<file path="src/rtl/bits8_word32_c.sv">
// bits8_word32_c -- byte-to-word deserializer in the clk_4f_c domain.
// This block collects DATA_W-bit bytes, most significant byte first, into
// words that are WORD_BYTES bytes wide. Each completed word is presented
// for a valid window of WORD_BYTES cycles. A gap in the middle of a word
// drops the partial bytes and raises a one-cycle abort pulse.
//
// Ports
//   clk_4f_c     byte-rate clock (4x word rate)
//   reset        synchronous, active-low
//   valid_in     Data_in carries a byte this cycle
//   Data_in      input byte
//   valid_out_c  Data_out_c holds a freshly completed word
//   Data_out_c   last assembled word (held until the next completion or reset)
//   word_stb_c   1-cycle pulse on the first cycle of a new Data_out_c
//   abort_c      1-cycle pulse when a partial word is discarded
//   words_rx_c   completed-word counter, wraps
module bits8_word32_c #(
  parameter int DATA_W     = 8,
  parameter int WORD_BYTES = 4,
  parameter int CNT_W      = 16
) (
  input  logic                         clk_4f_c,
  input  logic                         reset,
  input  logic                         valid_in,
  input  logic [DATA_W-1:0]            Data_in,
  output logic                         valid_out_c,
  output logic [DATA_W*WORD_BYTES-1:0] Data_out_c,
  output logic                         word_stb_c,
  output logic                         abort_c,
  output logic [CNT_W-1:0]             words_rx_c
);

  localparam int W    = DATA_W * WORD_BYTES;
  localparam int BC_W = (WORD_BYTES > 1) ? $clog2(WORD_BYTES) : 1;
  localparam int HC_W = $clog2(WORD_BYTES + 1);

  logic [BC_W-1:0]  byte_cnt_q, byte_cnt_d;
  logic [W-1:0]     shift_q, shift_d;
  logic [HC_W-1:0]  hold_q, hold_d;
  logic [W-1:0]     data_q, data_d;
  logic             stb_q, stb_d;
  logic             abort_q, abort_d;
  logic [CNT_W-1:0] words_q, words_d;
  logic             last_byte;

  assign last_byte = (byte_cnt_q == BC_W'(WORD_BYTES - 1));

  always_comb begin
    byte_cnt_d = byte_cnt_q;
    shift_d    = shift_q;
    hold_d     = (hold_q != '0) ? hold_q - 1'b1 : hold_q;
    data_d     = data_q;
    stb_d      = 1'b0;
    abort_d    = 1'b0;
    words_d    = words_q;
    if (valid_in) begin
      // byte k lands in slice k counted from the MSB end
      for (int k = 0; k < WORD_BYTES; k++)
        if (byte_cnt_q == BC_W'(k))
          shift_d[W-1-k*DATA_W -: DATA_W] = Data_in;
      if (last_byte) begin
        // shift_d already contains the current byte in its low slice
        data_d     = shift_d;
        stb_d      = 1'b1;
        words_d    = words_q + 1'b1;
        byte_cnt_d = '0;
        // reload wins over the decrement, which keeps a stream's window unbroken
        hold_d     = HC_W'(WORD_BYTES);
      end else begin
        byte_cnt_d = byte_cnt_q + 1'b1;
      end
    end else if (byte_cnt_q != '0) begin
      byte_cnt_d = '0;
      abort_d    = 1'b1;
    end
  end

  always_ff @(posedge clk_4f_c) begin
    if (!reset) begin
      byte_cnt_q <= '0;
      shift_q    <= '0;
      hold_q     <= '0;
      data_q     <= '0;
      stb_q      <= 1'b0;
      abort_q    <= 1'b0;
      words_q    <= '0;
    end else begin
      byte_cnt_q <= byte_cnt_d;
      shift_q    <= shift_d;
      hold_q     <= hold_d;
      data_q     <= data_d;
      stb_q      <= stb_d;
      abort_q    <= abort_d;
      words_q    <= words_d;
    end
  end

  assign valid_out_c = (hold_q != '0);
  assign Data_out_c  = data_q;
  assign word_stb_c  = stb_q;
  assign abort_c     = abort_q;
  assign words_rx_c  = words_q;

endmodule

</file>
<file path="config.mk">
export PLATFORM = sky130hd
export DESIGN_NAME = bits8_word32_c
export DESIGN_NICKNAME = d
export VERILOG_FILES = /design/src/rtl/bits8_word32_c.sv
export SDC_FILE = /design/constraint.sdc
export NUM_CORES = 1
export LEC_CHECK = 0
export ABC_AREA = 1
export BUFFER_PORTS_ARGS = -buffer_cell sky130_fd_sc_hd__buf_2
export CORE_MARGIN = 1.5
export CORE_UTILIZATION = 54
export CTS_CLUSTER_SIZE = 12
export DETAILED_ROUTE_END_ITERATION = 6
export PLACE_DENSITY = 0.78
export SETUP_SLACK_MARGIN = 0.05
export SLEW_MARGIN = 0
export SYNTH_ARGS = -nofsm -noshare
export SYNTH_HDL_FRONTEND = slang
export SYNTH_SLANG_ARGS = --single-unit
</file>
<file path="constraint.sdc">
create_clock -name clk_4f_c -period 1.6 [get_ports clk_4f_c]
set_clock_uncertainty 0.05 [all_clocks]
set_input_delay 0.08 -clock clk_4f_c [delete_from_list [all_inputs] [get_ports clk_4f_c]]
set_output_delay 0.08 -clock clk_4f_c [all_outputs]
set_load 0.02 [all_outputs]
</file>
==> results.txt <==
* Number of standard cells in the final layout excluding fillers: 549
- Dividing the final minimum period by the clock period gives 0.9105.
* Ant diodes: 0
- Area share of the leading cell type in the synthesized netlist: 0.4852
* Global-route wire length before repair: around 12 mm
- Of the synthesized area, sequential elements account for 0.4852.
- Routability-driven placement finished with a final weighted congestion of 0.8326.
* Vias in the first global route: 2577
* Power per unit of standard cell area: 1045 mW/mm²
* Total number of placement rows: 28
* Vert. Die Dim: 80.69 µm
- In the routed layout, each cell is associated on average with a via count of 5.091.
- Clock sinks: 79
- Initial detailed-routing violation count: 97
- Across the run, the number of max-cap violations was 0.
- The area growth from synthesis to layout is 18.66%.
- RSZ-0062 raised after global routing: true
- Clock tree root buffer cell: sky130_fd_sc_hd__clkbuf_8
- Initial core utilization: 0.5538
- Post-synthesis area per instance: 8.048 µm²
- Counting flops with a built-in enable in the synthesized netlist gives 0.
* Worst skew pair latency: roughly 0.35 ns
- The die covers about 0.0065 mm².
* Maximum number of pins on one net before global-route repair: 28
- Once detail routing completed, the nets flagged for antenna violations numbered 0.
- Highest-count cells in the layout ignoring fill and taps: 76 x sky130_fd_sc_hd__dfxtp_1, 68 x sky130_fd_sc_hd__nand2_1, 65 x sky130_fd_sc_hd__inv_1
- The max-slew violation count is 0.
- Antenna violations before repair: 0
- Leading post-synthesis cells by cell area: sky130_fd_sc_hd__dfxtp_1 49%, sky130_fd_sc_hd__o21ai_0 8.3%, sky130_fd_sc_hd__nand2_1 7.8%
- The flow ran to the end, and the final reports show no timing, DRC or antenna violations.
- STA classifies the critical path endpoint as a flop.
- Total of warnings raised by yosys: 0
- TritonCTS built the clock tree.
- Maximum achievable frequency: 686.5 MHz
- Mapped Area: 0.003259 mm²
* FFs w/ async S/R, synth: 0
* Most common flop cell mapped by yosys: sky130_fd_sc_hd__dfxtp_1
- Required time at the worst-slack endpoint: ~1.8 ns
- Data on the critical path arrives at its endpoint at between 1.5 and 2 ns.
* Worst Reg2Reg Path Length in Cells: 7
- The number of hold-slack violations in the final timing report was 0.
- Layout Nets: roughly 490
- The number of placed instances, taps included, is 533.
- Most common cell after layout, fill and taps aside: sky130_fd_sc_hd__dfxtp_1
* Remaining routing DRC violations: 0
* Clock input transition at the sequential cells of the worst setup and hold paths: around 0.080 ns
* Leakage power: 1.694 nW
- Per-cell routed wire length: 13.19 µm
- STA classifies the critical path startpoint as a flop.
- Detailed-route wire length: 7.241 mm
- Area of the core: 0.005886 mm²
- In this run, CTS created clock tree buffers numbering 9.
- In the final timing run, aggregate negative setup slack is 0 ns.
- The first TritonRoute pass finished after 5 iterations.
- Horizontal extent of the die: 80.69 µm
- For this design, the CTS-stage hold fixing added 0 buffers.
- Synthesis inferred 79 register bits.
- After layout, the minimum clock period comes to roughly 1.5 ns.
- Relative slew margins: 0.6794
* Critical Path Max Stage Delay: about 0.35 ns
- Transition time of the tightest slew-check pin: about 0.48 ns
* Clock H-tree levels: 3
- Count of boundary I/O pins: 62
* Crit-path slowest cell: sky130_fd_sc_hd__dfxtp_2
- Summed over all instances, the cell type with the most area after synthesis is sky130_fd_sc_hd__dfxtp_1.
* Critical path type: flop to flop
* Sum of net half-perimeters after detailed placement: 5.025 mm
- The signal on the critical path passes through ha_2, nand2_4, inv_2, nor2_4, buf_4, nand2_1, o21ai_1.
* Total gr overflow: 0
- In this run the worst hold path is classified as input pin to flop.
* Buffer levels on the longest clock path: 2
- For this run, the total global-route usage over all layers was measured as 0.2407.
- Peak fanout along the critical path: 9
- Total power: 4.041 mW
* Count of unique library cells instantiated by Yosys: 32
* Count of input and output buffers: a little over 60
- Total vias in the final route: 2795
- Core occupancy in the finished layout: 0.6571
- The number of nets in the synthesized netlist is 423.
* Fraction of layout cells with a size suffix above 1: 0.2616
* Cells on Worst Hold Path: 3
* Peak supply drop: ~0.00070 V
- Post-synthesis cell count: just over 400
- Setup violation total in the final timing report: 0
==> final timing paths <==
kind | start | to | slack, ns
setup / recovery | byte_cnt_q[0] | Data_out_c[18] | 0.14
hold / removal | reset | words_rx_c[12] | 0.02
setup reg to reg | byte_cnt_q[0] | Data_out_c[18] | 0.14
hold reg to reg | hold_q[0] | hold_q[0] | 0.40
==> layer usage <==
| metal | vias to the layer above | share of wire | GRT usage |
|---|---|---|---|
| li1 | 1436 | - | - |
| met1 | 1274 | 0.46 | 0.3083 |
| met5 | - | 0 | 0 |
| met3 | 11 | 0.049 | 0.06477 |
| met2 | 74 | 0.48 | 0.3966 |
| met4 | 0 | 0.014 | 0.06724 |
==> through the flow <==
stage	cell area (µm²)	worst slack (ns)	hold WS, ns
floorplan	3259	0.1965	0.2181
global placement	3622	0.1318	0.3759
detailed placement	3622	0.03866	0.3815
CTS	3821	0.05241	0.006947
global route	3867	0.0002656	0.03573
finish	3867	0.1432	0.01918
==> layout make-up <==
type                            instances  area (µm²)
Timing Repair Buffer                   71       390.4
Clock inverter                          5       58.81
Tap cell                               75       93.84
Fill cell                             507        2018
Multi-Input combinational cell        241        1346
Clock buffer                           10       137.6
Sequential cell                        79        1585
Inverter                               68       255.2
==> worst max-delay path: cells and delay by family (launching register included) <==
family	cells	cell delay (ns)
flops	1	0.35
fa+ha+maj	1	0.22
simple gates	3	0.40
buf+inv	2	0.29
compound gates	1	0.07
==> synth_stat cells (2+ instances only) <==
cell / number
sky130_fd_sc_hd__nor2_1: 21
sky130_fd_sc_hd__o22ai_2: 7
sky130_fd_sc_hd__dfxtp_1: 79
sky130_fd_sc_hd__nand4_1: 2
sky130_fd_sc_hd__nor3_1: 4
sky130_fd_sc_hd__ha_1: 7
sky130_fd_sc_hd__clkbuf_1: 5
sky130_fd_sc_hd__a31oi_1: 2
sky130_fd_sc_hd__nand2_1: 68
sky130_fd_sc_hd__buf_2: 7
sky130_fd_sc_hd__o21ai_2: 11
sky130_fd_sc_hd__a21oi_1: 23
sky130_fd_sc_hd__buf_6: 4
sky130_fd_sc_hd__o21ai_0: 54
sky130_fd_sc_hd__inv_2: 2
sky130_fd_sc_hd__nor2_4: 4
sky130_fd_sc_hd__o21ai_1: 17
sky130_fd_sc_hd__inv_1: 66
sky130_fd_sc_hd__nand3_1: 9
==> power breakdown <==
group / switching (mW) / internal [mW] / total [mW]
registers: 0.0370 / 2.04 / 2.08
logic: 0.317 / 0.178 / 0.494
clock network: 0.715 / 0.754 / 1.47
total: 1.07 / 2.97 / 4.04
==> repair_timing <==
| item | 4_1_cts | 5_1_grt |
|---|---|---|
| endpoints found under the hold margin | 0 | 0 |
| gates cloned | 0 | 0 |
| buffers inserted | 0 | 1 |
| pin swaps | 0 | 2 |
| setup endpoints to repair | 3 | 58 |
| resized for setup | 1 | 13 |
==> cell families after synthesis <==
kind of cell / Yosys count / share of synthesized area
flops: 79 / 0.4852
buf+inv: 85 / 0.1102
compound gates: 120 / 0.2188
fa+ha+maj: 7 / 0.02687
xor+xnor: 1 / 0.002688
simple gates: 113 / 0.1562
==> state kept, by name (all words and copies together) (netlist names) <==
signal and flops:
Data_out_c 32, shift_q 24, words_rx_c 16, hold_q 3, byte_cnt_q 2, abort_c 1
word_stb_c 1
(Power assumes the default switching activity.)
